**src/rtl/cmsdk_mcu_mtx4x2_outarb_m0.sv**
```systemverilog
// M0 output stage of the 4x2 AHB bus matrix: round-robin arbitration across the input ports,
// with burst/lock hold, address-phase muxing and data-phase write-data muxing.
module cmsdk_mcu_mtx4x2_outarb_m0 #(
    parameter int unsigned NUM_IN = 4,
    parameter int unsigned AW     = 32
) (
    input  logic                HCLK,
    input  logic                HRESET,
    input  logic [NUM_IN-1:0]   sel_op,
    input  logic [NUM_IN*AW-1:0] addr_op,
    input  logic [2*NUM_IN-1:0] trans_op,
    input  logic [NUM_IN-1:0]   write_op,
    input  logic [3*NUM_IN-1:0] size_op,
    input  logic [3*NUM_IN-1:0] burst_op,
    input  logic [4*NUM_IN-1:0] prot_op,
    input  logic [NUM_IN-1:0]   mastlock_op,
    input  logic [32*NUM_IN-1:0] wdata_op,
    input  logic                HREADYM,
    output logic [NUM_IN-1:0]   active_op,
    output logic                HSELM,
    output logic [AW-1:0]       HADDRM,
    output logic [1:0]          HTRANSM,
    output logic                HWRITEM,
    output logic [2:0]          HSIZEM,
    output logic [2:0]          HBURSTM,
    output logic [3:0]          HPROTM,
    output logic                HMASTLOCKM,
    output logic [1:0]          HMASTERM,
    output logic [31:0]         HWDATAM
);

    localparam logic [1:0] TransIdle   = 2'b00;
    localparam logic [1:0] TransBusy   = 2'b01;
    localparam logic [1:0] TransNonSeq = 2'b10;
    localparam logic [1:0] TransSeq    = 2'b11;
    localparam logic [2:0] BurstIncr   = 3'b001;

    logic [1:0] addr_in_port_q, addr_in_port_d;
    logic       no_port_q, no_port_d;
    logic [1:0] last_grant_q, last_grant_d;
    logic [3:0] beat_cnt_q, beat_cnt_d;
    logic [1:0] data_in_port_q, data_in_port_d;

    logic [NUM_IN-1:0] req;
    logic [31:0]       g_idx, d_idx;
    logic [1:0]        g_trans;
    logic [2:0]        g_burst;
    logic [3:0]        len_m1;
    logic              fixed_burst;
    logic              hold;
    logic              rr_found;
    logic [1:0]        rr_port;
    logic [1:0]        scan_idx;
    logic              grant_chg;

    always_comb begin
        for (int i = 0; i < int'(NUM_IN); i++) begin
            req[i] = sel_op[i] & trans_op[2*i+1];
        end
    end

    assign g_idx   = {30'd0, addr_in_port_q};
    assign d_idx   = {30'd0, data_in_port_q};
    assign g_trans = trans_op[2*g_idx +: 2];
    assign g_burst = burst_op[3*g_idx +: 3];

    assign HSELM      = ~no_port_q & sel_op[addr_in_port_q];
    assign HTRANSM    = HSELM ? g_trans : TransIdle;
    assign HMASTLOCKM = HSELM & mastlock_op[addr_in_port_q];
    assign HMASTERM   = addr_in_port_q;
    assign HADDRM     = addr_op[AW*g_idx +: AW];
    assign HWRITEM    = write_op[addr_in_port_q];
    assign HSIZEM     = size_op[3*g_idx +: 3];
    assign HBURSTM    = g_burst;
    assign HPROTM     = prot_op[4*g_idx +: 4];
    assign HWDATAM    = wdata_op[32*d_idx +: 32];
    assign active_op  = no_port_q ? '0 : (NUM_IN'(1) << addr_in_port_q);

    // Remaining beats after the NONSEQ of a fixed-length burst; 0 for SINGLE and INCR.
    always_comb begin
        len_m1 = 4'd0;
        unique case (g_burst[2:1])
            2'b01:   len_m1 = 4'd3;
            2'b10:   len_m1 = 4'd7;
            2'b11:   len_m1 = 4'd15;
            default: len_m1 = 4'd0;
        endcase
    end

    assign fixed_burst = (g_burst[2:1] != 2'b00);

    assign hold = HMASTLOCKM
                | (HSELM & (g_trans == TransBusy))
                | (HSELM & (g_burst == BurstIncr) & g_trans[1])
                | (HSELM & fixed_burst &
                   (((g_trans == TransNonSeq) & (len_m1 > 4'd1)) |
                    ((g_trans == TransSeq) & (beat_cnt_q > 4'd1))));

    // Scan starts one past the last grant; the last grantee is checked last.
    always_comb begin
        rr_found = 1'b0;
        rr_port  = addr_in_port_q;
        scan_idx = 2'd0;
        for (int k = 1; k <= 4; k++) begin
            scan_idx = last_grant_q + 2'(k);
            if (!rr_found && req[scan_idx]) begin
                rr_found = 1'b1;
                rr_port  = scan_idx;
            end
        end
    end

    always_comb begin
        addr_in_port_d = addr_in_port_q;
        no_port_d      = no_port_q;
        last_grant_d   = last_grant_q;
        beat_cnt_d     = beat_cnt_q;
        data_in_port_d = data_in_port_q;
        grant_chg      = 1'b0;
        if (HREADYM) begin
            data_in_port_d = addr_in_port_q;
            if (!hold) begin
                if (rr_found) begin
                    addr_in_port_d = rr_port;
                    last_grant_d   = rr_port;
                    no_port_d      = 1'b0;
                end else begin
                    no_port_d = 1'b1;
                end
            end
            grant_chg = (addr_in_port_d != addr_in_port_q) || (no_port_d != no_port_q);
            if (!HSELM || grant_chg) begin
                beat_cnt_d = 4'd0;
            end else if (g_trans == TransNonSeq) begin
                beat_cnt_d = len_m1;
            end else if ((g_trans == TransSeq) && (beat_cnt_q != 4'd0)) begin
                beat_cnt_d = beat_cnt_q - 4'd1;
            end
        end
    end

    always_ff @(posedge HCLK or posedge HRESET) begin
        if (HRESET) begin
            addr_in_port_q <= 2'd0;
            no_port_q      <= 1'b1;
            last_grant_q   <= 2'd3;
            beat_cnt_q     <= 4'd0;
            data_in_port_q <= 2'd0;
        end else begin
            addr_in_port_q <= addr_in_port_d;
            no_port_q      <= no_port_d;
            last_grant_q   <= last_grant_d;
            beat_cnt_q     <= beat_cnt_d;
            data_in_port_q <= data_in_port_d;
        end
    end

endmodule

```
**config.mk**
```make
export PLATFORM = sky130hd
export DESIGN_NAME = cmsdk_mcu_mtx4x2_outarb_m0
export DESIGN_NICKNAME = d
export VERILOG_FILES = /design/src/rtl/cmsdk_mcu_mtx4x2_outarb_m0.sv
export SDC_FILE = /design/constraint.sdc
export NUM_CORES = 1
export LEC_CHECK = 0
export CELL_PAD_IN_SITES_DETAIL_PLACEMENT = 0
export CELL_PAD_IN_SITES_GLOBAL_PLACEMENT = 1
export CORE_AREA = 2 2 156 158
export CTS_CLUSTER_DIAMETER = 100
export DETAILED_ROUTE_END_ITERATION = 10
export DIE_AREA = 0 0 158 160
export GPL_TIMING_DRIVEN = 0
export PLACE_DENSITY = 0.77
export RECOVER_POWER = 25
export SKIP_CTS_REPAIR_TIMING = 1
export SYNTH_ARGS = -nofsm -noshare
export SYNTH_HDL_FRONTEND = slang
export SYNTH_SLANG_ARGS = --single-unit
```
**constraint.sdc**
```tcl
create_clock -name HCLK -period 2.2 [get_ports HCLK]
set_clock_uncertainty 0.1 [all_clocks]
set_input_delay 0.33 -clock HCLK [delete_from_list [all_inputs] [get_ports HCLK]]
set_output_delay 0.33 -clock HCLK [all_outputs]
set_load 0.03 [all_outputs]
```
==> summary.txt, run 1 <==
======================================================================================
Final number of setup-violating endpoints                                           52
Number of distinct standard cells referenced by the synthesized netlist             43
Total count of hold-check failures in the final report                               0
Max-slew violation count                                                             0
Number of detailed-route iterations in the first pass                                4
Post-synthesis register bit count                                                   11
Sequential share of the synthesized area                                        0.0958
Standard-cell row count                                                             57
Maximum root-to-sink buffer count                                                    2
Final critical delay including setup and external delays                       2.47 ns
Biggest area contributors in the synthesized netlist                      mux4_2, dfrtp_1, dfstp_2, mux2_2, a21oi_1
Worst min path class                                                      primary input to register
XOR/XNOR Fraction of Synth Area                                                0.00301
Width of the die                                                                158 um
Synthesized area                                                             2910 um^2
Area share of fa/ha/maj cells after synthesis                                   0.0129
Final weighted congestion in routability-driven placement                        0.830
Wire length of the first global-routing pass                                 27,800 um
Fraction of synthesis flops using an asynchronous set or reset pin                1.00
Cell type contributing the most total cell area after synthesis                 mux4_2
Worst Max-Slew Pin Slew                                                       0.484 ns
Initial detailed-routing violation count                                           240
Synthesis-to-layout area growth                                                   165%
Peak VDD IR                                                                     434 uV
Max_slew headroom                                                                0.676
Die outline area                                                           25,300 um^2
Number of enable-type register cells in the synthesized netlist                      0
Floorplan die height                                                            160 um
Compound-gate portion of the synthesized area                                   0.0924
Final core utilization                                                           0.324
Crit path DAT                                                                  2.49 ns
Remaining routing DRC violations                                                     0
Kind of start point of the critical path                                      register
NumNets Final                                                                      978
Cell with the biggest individual delay on the critical path                    dfrtp_2
Routed vias/inst                                                                  4.22
RSZ-0062 raised after global routing                                              true
Hpwl dp                                                                      18,400 um
Post-Synthesis Net Count                                                           555
WL met2                                                                      10,300 um
Final WS setup                                                               -0.271 ns
Crit path capture type                                                        register
Static leakage                                                                 3.04 nW
FMAX                                                                         0.405 GHz
Number of buffers created by CTS                                                     3
CTS tree                                                                           yes
Delay of the slowest cell on the worst path                                    0.48 ns
WL met1                                                                        8270 um
Cells along the critical path                                             mux4_2 > and3_4 > or3b_4 > a21oi_4 > o21ai_4 > nor2_4 > mux2_4
Post-synth top flop                                                            dfrtp_1
Initial Utilization                                                              0.122
Initial antenna violation count                                                     12
PnR Total Power                                                                8.23 mW
Layout fillers                                                                   2,483
Reported max-cap violation count                                                     0
Tcrit/Tclk final                                                                  1.12
Total wirelength of the detailed-routed design                               21,000 um
Routed via count                                                                 4,165
Congestion Overflow GR                                                               0
Clk sink count                                                                      11
Run status                                                                finished with violations
Setup slack of the most critical reg-to-reg path                              -0.27 ns
Post-Syn Area per Cell                                                       12.5 um^2
Power per cell area                                                       1070 nW/um^2
Warnings, synthesis                                                                  0
Post-synth top cells                                                      mux4_2, nand2_1, nor2_1
Layout cells sized above 1                                                       0.365
Library cell used as clock root buffer                                       clkbuf_16
Core area                                                                  23,800 um^2
Worst Setup Path Type                                                     register to register
CP Data Required Time                                                          2.22 ns
Number of cells produced by synthesis                                              233
Critical path fanouts, max                                                           6
Routed wire length per instance                                                21.3 um
Routed wire length on met3                                                     2120 um
Top routing layer used                                                            met5
Top-area cell type share of the netlist area                                     0.619
Number of placed instances, taps included                                          959
Filler-free cell count of the finished design                                      986
Vias in the first global route                                                   4,268
Number of nets with antenna violations after routing                                 0
Main combinational cell family by area after synthesis                    multiplexers
Simple-Gate Fraction of Synth Area                                              0.0992
Maximum level of the CTS H-tree                                                      1
Boundary Pins                                                                      404
Number of port buffers                                                             402
Clk slew on worst S/H paths                                                    0.04 ns
Total Routing Usage GR                                                           0.152
Portion of netlist area occupied by mux cells                                    0.646
Pin count of the biggest net entering global routing                                12
Failing checks                                                            negative setup slack
Most common cell in the netlist                                                 mux4_2
Clk Latency, worst-skew pair                                                   0.24 ns
======================================================================================
==> where the power goes <==
part | leakage [nW] | internal, mW | switching, mW | total (mW)
Sequential | 0.127 | 0.305 | 0.147 | 0.453
Clock | 0.0382 | 0.243 | 0.0903 | 0.334
Combinational | 2.88 | 3.57 | 3.87 | 7.45
==> cells in the final DEF, fill, tap and decap left out, types with 2 or more instances in the layout <==
master / synthesis / routed
nor2_4: 1 / 2
mux2_4: 0 / 3
dfrtp_1: 8 / 5
a21boi_2: 1 / 2
buf_12: 0 / 7
o21ai_0: 11 / 11
clkbuf_2: 0 / 17
clkdlybuf4s50_1: 0 / 311
nor3_1: 5 / 4
dfstp_2: 3 / 3
buf_6: 1 / 23
nand3_1: 4 / 4
a31oi_1: 3 / 3
mux4_2: 80 / 80
o22ai_1: 2 / 2
nor2b_1: 4 / 3
dfrtp_2: 0 / 3
dlymetal6s2s_1: 0 / 14
buf_8: 0 / 3
nor2_1: 12 / 11
nand2_1: 12 / 11
ha_1: 3 / 3
diode_2: 0 / 7
inv_1: 7 / 7
a22o_1: 2 / 2
a21oi_1: 11 / 8
a21o_1: 2 / 2
clkbuf_16: 0 / 7
buf_2: 8 / 41
clkbuf_4: 0 / 6
nor3b_2: 0 / 3
a21oi_2: 1 / 3
buf_4: 1 / 18
nand2b_1: 2 / 2
and2_4: 0 / 4
a211oi_1: 2 / 2
mux2_2: 7 / 4
==> flip-flops by register name, indices dropped and copies added, names as in the netlist <==
signal and flops:
beat_cnt_q 4, HMASTERM 2, data_in_port_q 2, last_grant_q 2, no_port_q 1
==> routing by layer <==
layer | vias to the layer above | track usage
met3 | 16 | 0.0567
met5 | - | 0
met4 | 6 | 0.0291
met1 | 2046 | 0.183
li1 | 1853 | -
met2 | 244 | 0.259
==> layout make-up <==
cell class | instances | area (um^2) | area share
diodes | 7 | 17.5 | 0.00227
multi-input cells | 188 | 2590 | 0.336
well taps | 324 | 405 | 0.0525
plain buffers | 21 | 262 | 0.0339
clock buffers | 4 | 78.8 | 0.0102
flip-flops and latches | 11 | 283 | 0.0367
inverters | 7 | 26.3 | 0.00341
repair buffers | 424 | 4050 | 0.525
==> through the flow <==
step	setup slack, ns	cell area (um^2)	TNS (ns)	hold WS [ns]
final	-0.271	7710	-7.09	0.332
after floorplan	-0.267	2940	-4.68	0.0802
after detailed placement	-0.918	7370	-56.14	0.449
after global placement	-0.908	7370	-56.38	0.437
after global routing	-0.363	7710	-11.50	0.342
after CTS	-1.18	7450	-74.56	0.336
==> final timing paths <==
check,from,end,cells after the start
max,HMASTERM[0]$_DFFE_PP0P_,HMASTERM[0]$_DFFE_PP0P_,7
min,HREADYM,beat_cnt_q[2]$_DFFE_PP0P_,2
max reg2reg,HMASTERM[0]$_DFFE_PP0P_,HMASTERM[0]$_DFFE_PP0P_,7
min reg2reg,beat_cnt_q[3]$_DFFE_PP0P_,beat_cnt_q[3]$_DFFE_PP0P_,2
max in group asynchronous,HRESET,last_grant_q[0]$_DFFE_PP1P_,2
min in group asynchronous,HRESET,data_in_port_q[1]$_DFFE_PP0P_,2
==> logic make-up (layout without fill, tap and decap cells) <==
logic type	after synthesis	count (layout)
mux	87	87
xor+xnor	1	1
simple gates	55	55
buf+inv	34	456
flops	11	11
fa+ha+maj	3	3
compound gates	42	42
other cells	0	7
==> critical path, delay by kind of cell (launching register included) <==
family          cells  cell delay, ns
simple gates        3            0.76
mux                 2            0.72
flops               1            0.48
compound gates      2            0.29
No activity file was read; power rests on OpenSTA's default activity.
==> inputs of run 2 (changes only) <==
--- a/config.mk
+++ b/config.mk
@@ -12,6 +12,7 @@
 export DETAILED_ROUTE_END_ITERATION = 10
 export DIE_AREA = 0 0 158 160
 export GPL_TIMING_DRIVEN = 0
+export MAX_ROUTING_LAYER = met4
 export PLACE_DENSITY = 0.77
 export RECOVER_POWER = 25
 export SKIP_CTS_REPAIR_TIMING = 1
==> summary.txt, run 2 (synthesis gave the netlist of run 1 again) <==
==============================================================================
Run status                                                        finished with violations
Failing checks                                                    negative setup slack
Maximum root-to-sink buffer count                                            2   unchanged
Post-placement cell area                                             7370 um^2   unchanged
Number of nets with antenna violations after routing                         0   unchanged
Power per cell area                                               1060 nW/um^2   -0.59%
Clk sink count                                                              11   unchanged
Final number of setup-violating endpoints                                   51   -1.9%
Start of the worst register-to-register path                      HMASTERM[0]$_DFFE_PP0P_
Library cell used as clock root buffer                               clkbuf_16
Core area                                                          23,800 um^2   unchanged
RSZ-0062 raised after global routing                                      true
Standard-cell row count                                                     57   unchanged
Number of buffers created by CTS                                             3   unchanged
Routed via count                                                         4,193   +0.67%
Final core utilization                                                   0.325   +0.00152
Layout fillers                                                           2,481   -0.081%
Largest Register                                                    beat_cnt_q
Critical Path Start                                               HMASTERM[0]$_DFFE_PP0P_
Width of the die                                                        158 um   unchanged
Hpwl dp                                                              18,400 um   unchanged
Number of detailed-route iterations in the first pass                        4   unchanged
NumNets Final                                                              978   unchanged
Total Routing Usage GR                                                   0.156   +0.00453
Top routing layer used                                                    met4
Initial Utilization                                                      0.122   unchanged
Origin of the worst min-delay path                                     HREADYM
Critical path fanouts, max                                                   6   unchanged
Worst Setup Path Type                                             register to register
Remaining routing DRC violations                                             0   unchanged
Initial antenna violation count                                             13   +1
Routed vias/inst                                                          4.24   +0.27%
Clk Latency, worst-skew pair                                           0.24 ns   about the same
WL met2                                                              10,400 um   +1.5%
Layout cells sized above 1                                               0.354   -0.0107
Vias in the first global route                                           4,260   -0.19%
Largest delay share family, worst path                            simple AND/OR/NAND/NOR gates
Delay of the slowest cell on the worst path                            0.48 ns   about the same
Worst Max-Slew Pin Slew                                               0.480 ns   -0.00437 ns
Wire length of the first global-routing pass                         27,900 um   about the same
Final WS setup                                                       -0.268 ns   +0.00274 ns
CTS tree                                                                   yes
Clk slew on worst S/H paths                                            0.04 ns   about the same
Post-Place Setup Slack                                               -0.918 ns   unchanged
Floorplan die height                                                    160 um   unchanged
Maximum level of the CTS H-tree                                              1   unchanged
Pin count of the biggest net entering global routing                        12   unchanged
Buffering stage count on the worst path with inverters included              0   unchanged
Crit path DAT                                                          2.49 ns   about the same
Routed wire length on met3                                             2370 um   +12%
Cell with the biggest individual delay on the critical path            dfrtp_2
Final weighted congestion in routability-driven placement                0.843   +1.5%
Tcrit/Tclk final                                                          1.12   -0.00125
Synthesis-to-layout area growth                                           166%
Congestion Overflow GR                                                       0   unchanged
Worst min path class                                              primary input to register
Leading cell type in the layout, fill and taps excluded           clkdlybuf4s50_1
Number of placed instances, taps included                                  959   unchanged
Fin area                                                             7750 um^2   +0.47%
Total wirelength of the detailed-routed design                       21,000 um   about the same
Reported max-cap violation count                                             0   unchanged
FMAX                                                                 0.405 GHz   +0.11%
WL met1                                                                8080 um   -2.3%
Boundary Pins                                                              404   unchanged
Routed wire length per instance                                        21.2 um   -0.38%
Crit path capture type                                                register
Number of port buffers                                                     402   unchanged
Die outline area                                                   25,300 um^2   unchanged
Kind of start point of the critical path                              register
Static leakage                                                         3.09 nW   +1.8%
Hold Slack                                                            0.331 ns   -0.00111 ns
Most used cells in the layout excluding fill and tap cells        clkdlybuf4s50_1, mux4_2, buf_2
Peak VDD IR                                                             360 uV   -17%
CP Data Required Time                                                  2.22 ns   about the same
Filler-free cell count of the finished design                              990   +0.41%
Total count of hold-check failures in the final report                       0   unchanged
Final critical delay including setup and external delays               2.47 ns   -0.00274 ns
Setup total negative slack                                            -6.97 ns   +0.121 ns
Initial detailed-routing violation count                                   215   -10%
Max-slew violation count                                                     0   unchanged
Max reg flops                                                                4   unchanged
PnR Total Power                                                        8.22 mW   -0.12%
Max_slew headroom                                                        0.679   +0.00292
Cells along the critical path                                     mux4_2 > and3_4 > or3b_4 > a21oi_4 > o21ai_4 > nor2_4 > mux2_4
==============================================================================
## run 2: cell types whose count changed in the layout (fill, tap and decap cells not counted), sizes merged
cell and delta:
dlymetal6s2s +7, clkbuf +1, buf -8, diode +4
## run 2: where the power goes
group          switching (mW)  internal (mW)  total, mW
registers               0.153          0.305      0.459
clock network          0.0913          0.244      0.335
logic                    3.85           3.58       7.43
total                    4.09           4.13       8.22
## run 2: worst reg2reg max path, stage by stage, from the launching register on
cell and delay, ns:
dfrtp_2 0.48, mux4_2 0.41, and3_4 0.19, or3b_4 0.38
a21oi_4 0.19, o21ai_4 0.10, nor2_4 0.19, mux2_4 0.31
## run 2: final timing paths
path                                                      end  slack (ns)  depth (start not counted)
worst max-delay path                  HMASTERM[0]$_DFFE_PP0P_       -0.27                          7
worst min-delay path                beat_cnt_q[2]$_DFFE_PP0P_        0.33                          2
worst max register to register        HMASTERM[0]$_DFFE_PP0P_       -0.27                          7
worst min register to register      beat_cnt_q[3]$_DFFE_PP0P_        0.45                          2
max in group asynchronous         last_grant_q[0]$_DFFE_PP1P_        1.21                          2
min in group asynchronous       data_in_port_q[1]$_DFFE_PP0P_        0.45                          2
## run 2: final cells by class
type | instances | area (um^2) | area share
buffer | 21 | 270 | 0.0349
timing repair buffer | 424 | 4070 | 0.525
sequential | 11 | 283 | 0.0365
clock buffer | 4 | 78.8 | 0.0102
antenna | 11 | 27.5 | 0.00355
multi-input combinational | 188 | 2590 | 0.334
tap | 324 | 405 | 0.0523
inverter | 7 | 26.3 | 0.00339
## run 2: layer usage
layer | up-vias | GRT usage
li1 | 1859 | -
met1 | 2061 | 0.183
met2 | 267 | 0.259
met3 | 6 | 0.0567
met4 | 0 | 0.0291
met5 | - | -
